### src/rtl/dp_operand_loader.sv
// Operand staging for the four-term dot-product core: collects four (x, y) pairs
// per group into a two-bank ping-pong buffer and presents each full group as stable words.
module dp_operand_loader #(
  parameter int unsigned DEPTH_BANKS = 2,
  parameter int unsigned PAIRS       = 4
) (
  input  logic        clk,
  input  logic        rst,
  input  logic        in_valid,
  output logic        in_ready,
  input  logic        in_mode,
  input  logic [31:0] in_x,
  input  logic [31:0] in_y,
  output logic        out_valid,
  input  logic        out_ready,
  output logic [31:0] out_x1,
  output logic [31:0] out_x2,
  output logic [31:0] out_x3,
  output logic [31:0] out_x4,
  output logic [31:0] out_y1,
  output logic [31:0] out_y2,
  output logic [31:0] out_y3,
  output logic [31:0] out_y4,
  output logic        out_mode,
  output logic        mode_err,
  output logic        alias_err
);

  localparam int unsigned SW = $clog2(PAIRS);
  localparam int unsigned BW = $clog2(DEPTH_BANKS);
  localparam int unsigned CW = $clog2(DEPTH_BANKS + 1);

  logic [31:0]            x_mem [DEPTH_BANKS][PAIRS];
  logic [31:0]            y_mem [DEPTH_BANKS][PAIRS];
  logic [DEPTH_BANKS-1:0] bank_full;
  logic [DEPTH_BANKS-1:0] bank_mode;
  logic [BW-1:0]          wr_bank;
  logic [BW-1:0]          rd_bank;
  logic [SW-1:0]          pair_cnt;
  logic [CW-1:0]          full_cnt;

  logic        accept;
  logic        last_slot;
  logic        complete;
  logic        deliver;
  logic        eff_mode;
  logic        presenting;
  logic [31:0] st_x;
  logic [31:0] st_y;

  always_comb begin
    in_ready   = (full_cnt != CW'(DEPTH_BANKS));
    out_valid  = (full_cnt != '0);
    accept     = in_valid && in_ready;
    last_slot  = (pair_cnt == SW'(PAIRS - 1));
    complete   = accept && last_slot;
    deliver    = out_valid && out_ready;
    // Slot 0 defines the group mode; later pairs are coerced to it.
    eff_mode   = (pair_cnt == '0) ? in_mode : bank_mode[wr_bank];
    st_x       = eff_mode ? {16'h0000, in_x[15:0]} : in_x;
    st_y       = eff_mode ? {16'h0000, in_y[15:0]} : in_y;
  end

  always_ff @(posedge clk) begin
    if (rst) begin
      for (int unsigned b = 0; b < DEPTH_BANKS; b++) begin
        for (int unsigned p = 0; p < PAIRS; p++) begin
          x_mem[b][p] <= '0;
          y_mem[b][p] <= '0;
        end
      end
      bank_full <= '0;
      bank_mode <= '0;
      wr_bank   <= '0;
      rd_bank   <= '0;
      pair_cnt  <= '0;
      full_cnt  <= '0;
      mode_err  <= 1'b0;
      alias_err <= 1'b0;
    end else begin
      if (accept) begin
        x_mem[wr_bank][pair_cnt] <= st_x;
        y_mem[wr_bank][pair_cnt] <= st_y;
        if (pair_cnt == '0) begin
          bank_mode[wr_bank] <= in_mode;
        end else if (in_mode != bank_mode[wr_bank]) begin
          mode_err <= 1'b1;
        end
        if (last_slot) begin
          bank_full[wr_bank] <= 1'b1;
          wr_bank            <= wr_bank + 1'b1;
          pair_cnt           <= '0;
          if (!eff_mode && x_mem[wr_bank][0][31:16] == 16'h0000) begin
            alias_err <= 1'b1;
          end
        end else begin
          pair_cnt <= pair_cnt + 1'b1;
        end
      end
      // The fill bank is never the presented full bank, so these never collide.
      if (deliver) begin
        bank_full[rd_bank] <= 1'b0;
        rd_bank            <= rd_bank + 1'b1;
      end
      case ({complete, deliver})
        2'b10:   full_cnt <= full_cnt + 1'b1;
        2'b01:   full_cnt <= full_cnt - 1'b1;
        default: full_cnt <= full_cnt;
      endcase
    end
  end

  always_comb begin
    presenting = bank_full[rd_bank];
    out_x1     = presenting ? x_mem[rd_bank][0] : '0;
    out_x2     = presenting ? x_mem[rd_bank][1] : '0;
    out_x3     = presenting ? x_mem[rd_bank][2] : '0;
    out_x4     = presenting ? x_mem[rd_bank][3] : '0;
    out_y1     = presenting ? y_mem[rd_bank][0] : '0;
    out_y2     = presenting ? y_mem[rd_bank][1] : '0;
    out_y3     = presenting ? y_mem[rd_bank][2] : '0;
    out_y4     = presenting ? y_mem[rd_bank][3] : '0;
    out_mode   = presenting ? bank_mode[rd_bank] : 1'b0;
  end

endmodule

### config.mk
export PLATFORM = sky130hd
export DESIGN_NAME = dp_operand_loader
export DESIGN_NICKNAME = d
export VERILOG_FILES = /design/src/rtl/dp_operand_loader.sv
export SDC_FILE = /design/constraint.sdc
export NUM_CORES = 1
export LEC_CHECK = 0
export ABC_AREA = 1
export BUFFER_PORTS_ARGS = -buffer_cell sky130_fd_sc_hd__buf_2
export CORE_AREA = 5 5 252 192
export CTS_BUF_LIST = sky130_fd_sc_hd__clkbuf_8
export DETAILED_ROUTE_END_ITERATION = 6
export DIE_AREA = 0 0 257 197
export PLACE_DENSITY_LB_ADDON = 0.3
export SLEW_MARGIN = 20
export SYNTH_ARGS = -nofsm -noshare
export SYNTH_HDL_FRONTEND = slang
export SYNTH_SLANG_ARGS = --single-unit
### constraint.sdc
create_clock -name clk -period 15.11 [get_ports clk]
set_input_delay 2.2665 -clock clk [delete_from_list [all_inputs] [get_ports clk]]
set_output_delay 2.2665 -clock clk [all_outputs]
set_load 0.02 [all_outputs]
Word-level counts from Yosys, hierarchy flattened
Memory sizes are Yosys's and may differ from the RTL's. A register that Yosys moved wholly into a read port is not among the register bits. Cells that the tools add are included.

Add/sub/neg operators: 5. $mul: 0. Div/mod/pow operators: 0. Order comparisons: 6. Equality and inequality tests: 5. Shift operators: 0. Muxes and demuxes: 48. Bitwise operators: 5. Reductions and logical operators: 18.

Operator list (count): 2-to-1 mux 128 bit (5); 2-to-1 mux 32 bit (11); OR reduction 128 bit (2); demux 32 bit (select 2 bit) (1); 2-to-1 mux 1 bit (22); zero test 16 bit (1); 2-to-1 mux 2 bit (5); logical AND 1 bit (7); AND reduction 3 bit (2); adder 2 x 1 -> 2 bit, second input constant (2); == test 2 bit, second input constant (2); < comparator 1 x 2 -> 1 bit, second input constant (2); one-hot mux 2 bit (2 select lines) (1); AND reduction 2 bit (2); nonzero test 2 bit (2); greater-or-equal comparator 3 bit, second input constant (1); < comparator 3 x 1 -> 1 bit, second input constant (1); NOT 2 -> 3 bit (1); adder 1 bit, second input constant (2); bitwise AND 2 bit (1); bitwise mux 2 bit (1); demux 1 bit (select 1 bit) (2); == test 2 x 1 -> 1 bit, second input constant (1); greater-or-equal comparator 1 bit, second input constant (2); other kinds (8) (8).

Bits in registers: 12. Latch bits: 0. Bits in writable memories: 512. ROM bits: 0. Bits of input ports: 69. Logic and storage cells: 97. Memories: 2.

Memories: x_mem (words 2, width 128, rd ports 2, clocked after memory_dff 2, write ports 2, line 33) `logic [31:0] x_mem [DEPTH_BANKS][PAIRS];`; y_mem (words 2, width 128, rd ports 1, clocked after memory_dff 1, write ports 2, line 34) `logic [31:0] y_mem [DEPTH_BANKS][PAIRS];`.

Logic depth before layout (Yosys ltp)
Depth in word-level cells: 10. Mapped depth: 10. Depth with buffers taken out: 10.

Worst setup path after synthesis
OpenSTA, ideal clock, no wires.

Path type: in2reg. From: input in_valid. To: memory x_mem[1][0] (netlist name) (enable). Setup time: 0.579 ns. Arrival time: 7.153 ns. Slack: 7.378 ns. Stages: 4. Buffers on the path: 0. Cells stage by stage: nand2_4 -> nor2_4 -> inv_1 -> o21ai_0.

RTL lines: start, declared (line 9) `input logic in_valid,`; end, declared (line 33).

==> impl_results.md <==
* Total number of yosys warnings at 0
* # Post-CTS Setup Buffers at 0
* Crit Reg-Reg Startpoint: pair_cnt[0]$_SDFFE_PP0N_
* Outcome: finished clean
* CTS Hold Buffers Added at 0
* Cell taking the most area after synthesis: sky130_fd_sc_hd__edfxtp_1
* Avg WL per Cell at 20.5 microns
* Final hold viol count at 0
* Worst hold path startpoint: bank_full[1]$_SDFF_PP0_
* Total of cells resized after clock tree synthesis at 0
* Final setup fails at 0
* Via count of the first global-routing pass at 16300
* Fmax at 161 MHz
* Antenna violations before repair at 1
* Total power per unit cell area at 114 mW/mm^2
* Synthesized area per cell at 11.3 sq um
* Count of vias placed by the detailed router at 16000
* Net Count, Synth at 2181
* Hold WC Path Type: flip-flop to flip-flop
* Floorplan die height at 197 microns
* Via count normalized by instance count at 5.17
* CP bufs+invs at 4
* Max_slew headroom at 0.255
* Post-layout min period at 6.23 ns
* Highest-count cells in the layout ignoring fill and taps: sky130_fd_sc_hd__edfxtp_1, sky130_fd_sc_hd__inv_1, sky130_fd_sc_hd__nor2_1
* RSZ-0062 raised after global routing: false
* Detailed-router iteration count before antenna repair at 5
* Worst voltage drop across the vdd grid at 0.0522 mV
* Global routing's busiest layer: met2
* CTS HTree Levels at 3
* Count of clock tree sinks at 526
* Cell type with the highest occurrence count on the critical path: sky130_fd_sc_hd__buf_4
* Number of nets in the layout at 2507
* Critical path startpoint category: flip-flop
* Required arrival time at the worst endpoint at 12.84 ns
* Global routing usage on met2 at 0.385
* Utilization of the core after routing at 0.602
* Area growth, synth to finish at 14.9%
* Congestion Overflow GR at 0
* Number of clock buffers inserted by TritonCTS at 81
* Syn Inst Count at 2107
* Routing usage on met3 at 0.0585
* Wire length of the first global-routing pass at 94.8 mm
* Leak pwr at 13.8 nW
* Count of different cell masters after synthesis at 27
* TritonCTS clock tree: yes
* Slowest cell on the critical path: sky130_fd_sc_hd__buf_4
* Share of cells above drive strength 1 at 0.292
* Width of the die at 257 microns
* Floorplan row count at 68
* Worst-Skew Late Latency at 0.64 ns
* Total GRT Usage at 0.243
* Reg clk slew, reported paths at 0.05 ns
* Max-slew violation count at 0
* Met1 Use GR at 0.340
* Initial core utilization at 0.523
* First DRT Iteration DRCs at 1470
* Count of state elements after synthesis at 526
* Synth Cell Area at 0.0239 sq mm
* Routability cong. at 0.794
* Critical Path End Type: primary output
* Port Buffers at 329
* Root buffer cell: sky130_fd_sc_hd__clkbuf_8
* Critical path type: flip-flop to primary output
* Largest cells by area after synthesis: sky130_fd_sc_hd__edfxtp_1, sky130_fd_sc_hd__mux2_2, sky130_fd_sc_hd__inv_1
* Arrival time at the worst endpoint at 3.96 ns
* Count of nets left with antenna violations after detail routing at 0
* Worst Clk Skew at 0.0409 ns
* Share of the synthesized area in the top cell type at 0.644
* HPWL after detailed placement at 37.3 mm
* Most common cell after layout, fill and taps aside: sky130_fd_sc_hd__edfxtp_1
* Sum of negative setup slack at 0 ns
* Area of the core at 0.0456 sq mm
* Io pins at 330
* Critical-path maximum fanout at 79
* Number of max-cap violations at 0
* Kind of cell with the highest combined delay on the critical path: buffers and inverters
* Series of cell instances along the critical path: buf_4 > buf_4 > mux2_2 > nand2_1 > inv_1 > buf_2
* Maximum root-to-sink buffer count at 3
* Number of antenna repair diodes at 0
* Pin count of the biggest net entering global routing at 205
* Slowest Stage Delay on Critical Path at 0.88 ns
* DRC violation count after routing at 0
* Final wirelength at 63.2 mm
* Proportion of synthesized chip area in sequential cells at 0.656
* FILL cells at 3788
* Area of the die at 0.0506 sq mm
* Final worst path period share at 0.412
* Tightest Pin Transition at 1.12 ns
-- flip-flops by register name, summed over array words and instances, names as in the netlist, named ones only --
signal / flops
y_mem: 256
wr_bank: 1
alias_err: 1
full_cnt: 2
mode_err: 1
x_mem: 256
bank_mode: 2
bank_full: 2
rd_bank: 1
pair_cnt: 2
-- metal layers --
metal | vias to the layer above | share of wire
met2 | 762 | 0.47
met3 | 121 | 0.088
met5 | - | 0.00011
li1 | 7347 | -
met1 | 7722 | 0.42
met4 | 2 | 0.023
-- cell type report --
class | instances | area (sq um) | share of cell area
clock buffer | 83 | 1140 | 0.0416
clock inverter | 58 | 258 | 0.00939
inverter | 440 | 1660 | 0.0604
multi-input combinational | 1037 | 6160 | 0.225
sequential | 526 | 15700 | 0.571
tap | 595 | 744 | 0.0271
timing repair buffer | 347 | 1810 | 0.0661
-- cells by family after synthesis --
group / synth area share
AND/OR/NAND/NOR: 0.123
buffers and inverters: 0.0914
flip-flops: 0.656
multiplexers: 0.120
AO/OA/AOI/OAI: 0.00666
adder cells (fa/ha/maj): 0.00262
XOR/XNOR: 0.000367
-- report_power, final --
part           switching (mW)  internal [mW]  leakage [nW]
Combinational           0.215         0.0900          7.59
Clock                   0.536          0.524         0.802
Sequential             0.0338           1.73          5.40
-- tightest hold or removal path, delay by kind of cell, from the launching register on --
kind            cells  cell delay (ns)
flops               1             0.32
simple gates        1             0.07
compound gates      1             0.05
-- through the flow --
| stage | hold slack, ns | instances | worst slack (ns) | total power, mW | instance area (sq um) |
|---|---|---|---|---|---|
| floorplan | 0.437 | 2107 | 7.38 | 1.98 | 23900 |
| global placement | 0.456 | 2944 | 9.55 | 2.08 | 26000 |
| detailed placement | 0.462 | 2945 | 9.45 | 2.09 | 26000 |
| CTS | 0.476 | 3086 | 8.89 | 3.14 | 27400 |
| global route | 0.493 | 3086 | 8.73 | 3.24 | 27400 |
| finish | 0.471 | 3086 | 8.88 | 3.12 | 27400 |
-- synthesized netlist by cell type, drive strengths merged --
library cell and n:
edfxtp 512, nor2 374, ha 5, a211oi 2
dfxtp 14, clkinv 1, nand2 359, mux2 254
xor2 1, nor3b 1, nor3 1, clkbuf 32
inv 439, o21ai 13, or2 1, a21oi 15
buf 72, nand3 11
-- final timing paths --
check	end	slack, ns	depth (start not counted)
max reg2reg	y_mem[1][74]$_DFFE_PP_	11.25	9
min reg2reg	bank_full[1]$_SDFF_PP0_	0.47	2
min	bank_full[1]$_SDFF_PP0_	0.47	2
max	out_y1[3]	8.88	6
Power figures use the tool's default switching activity.
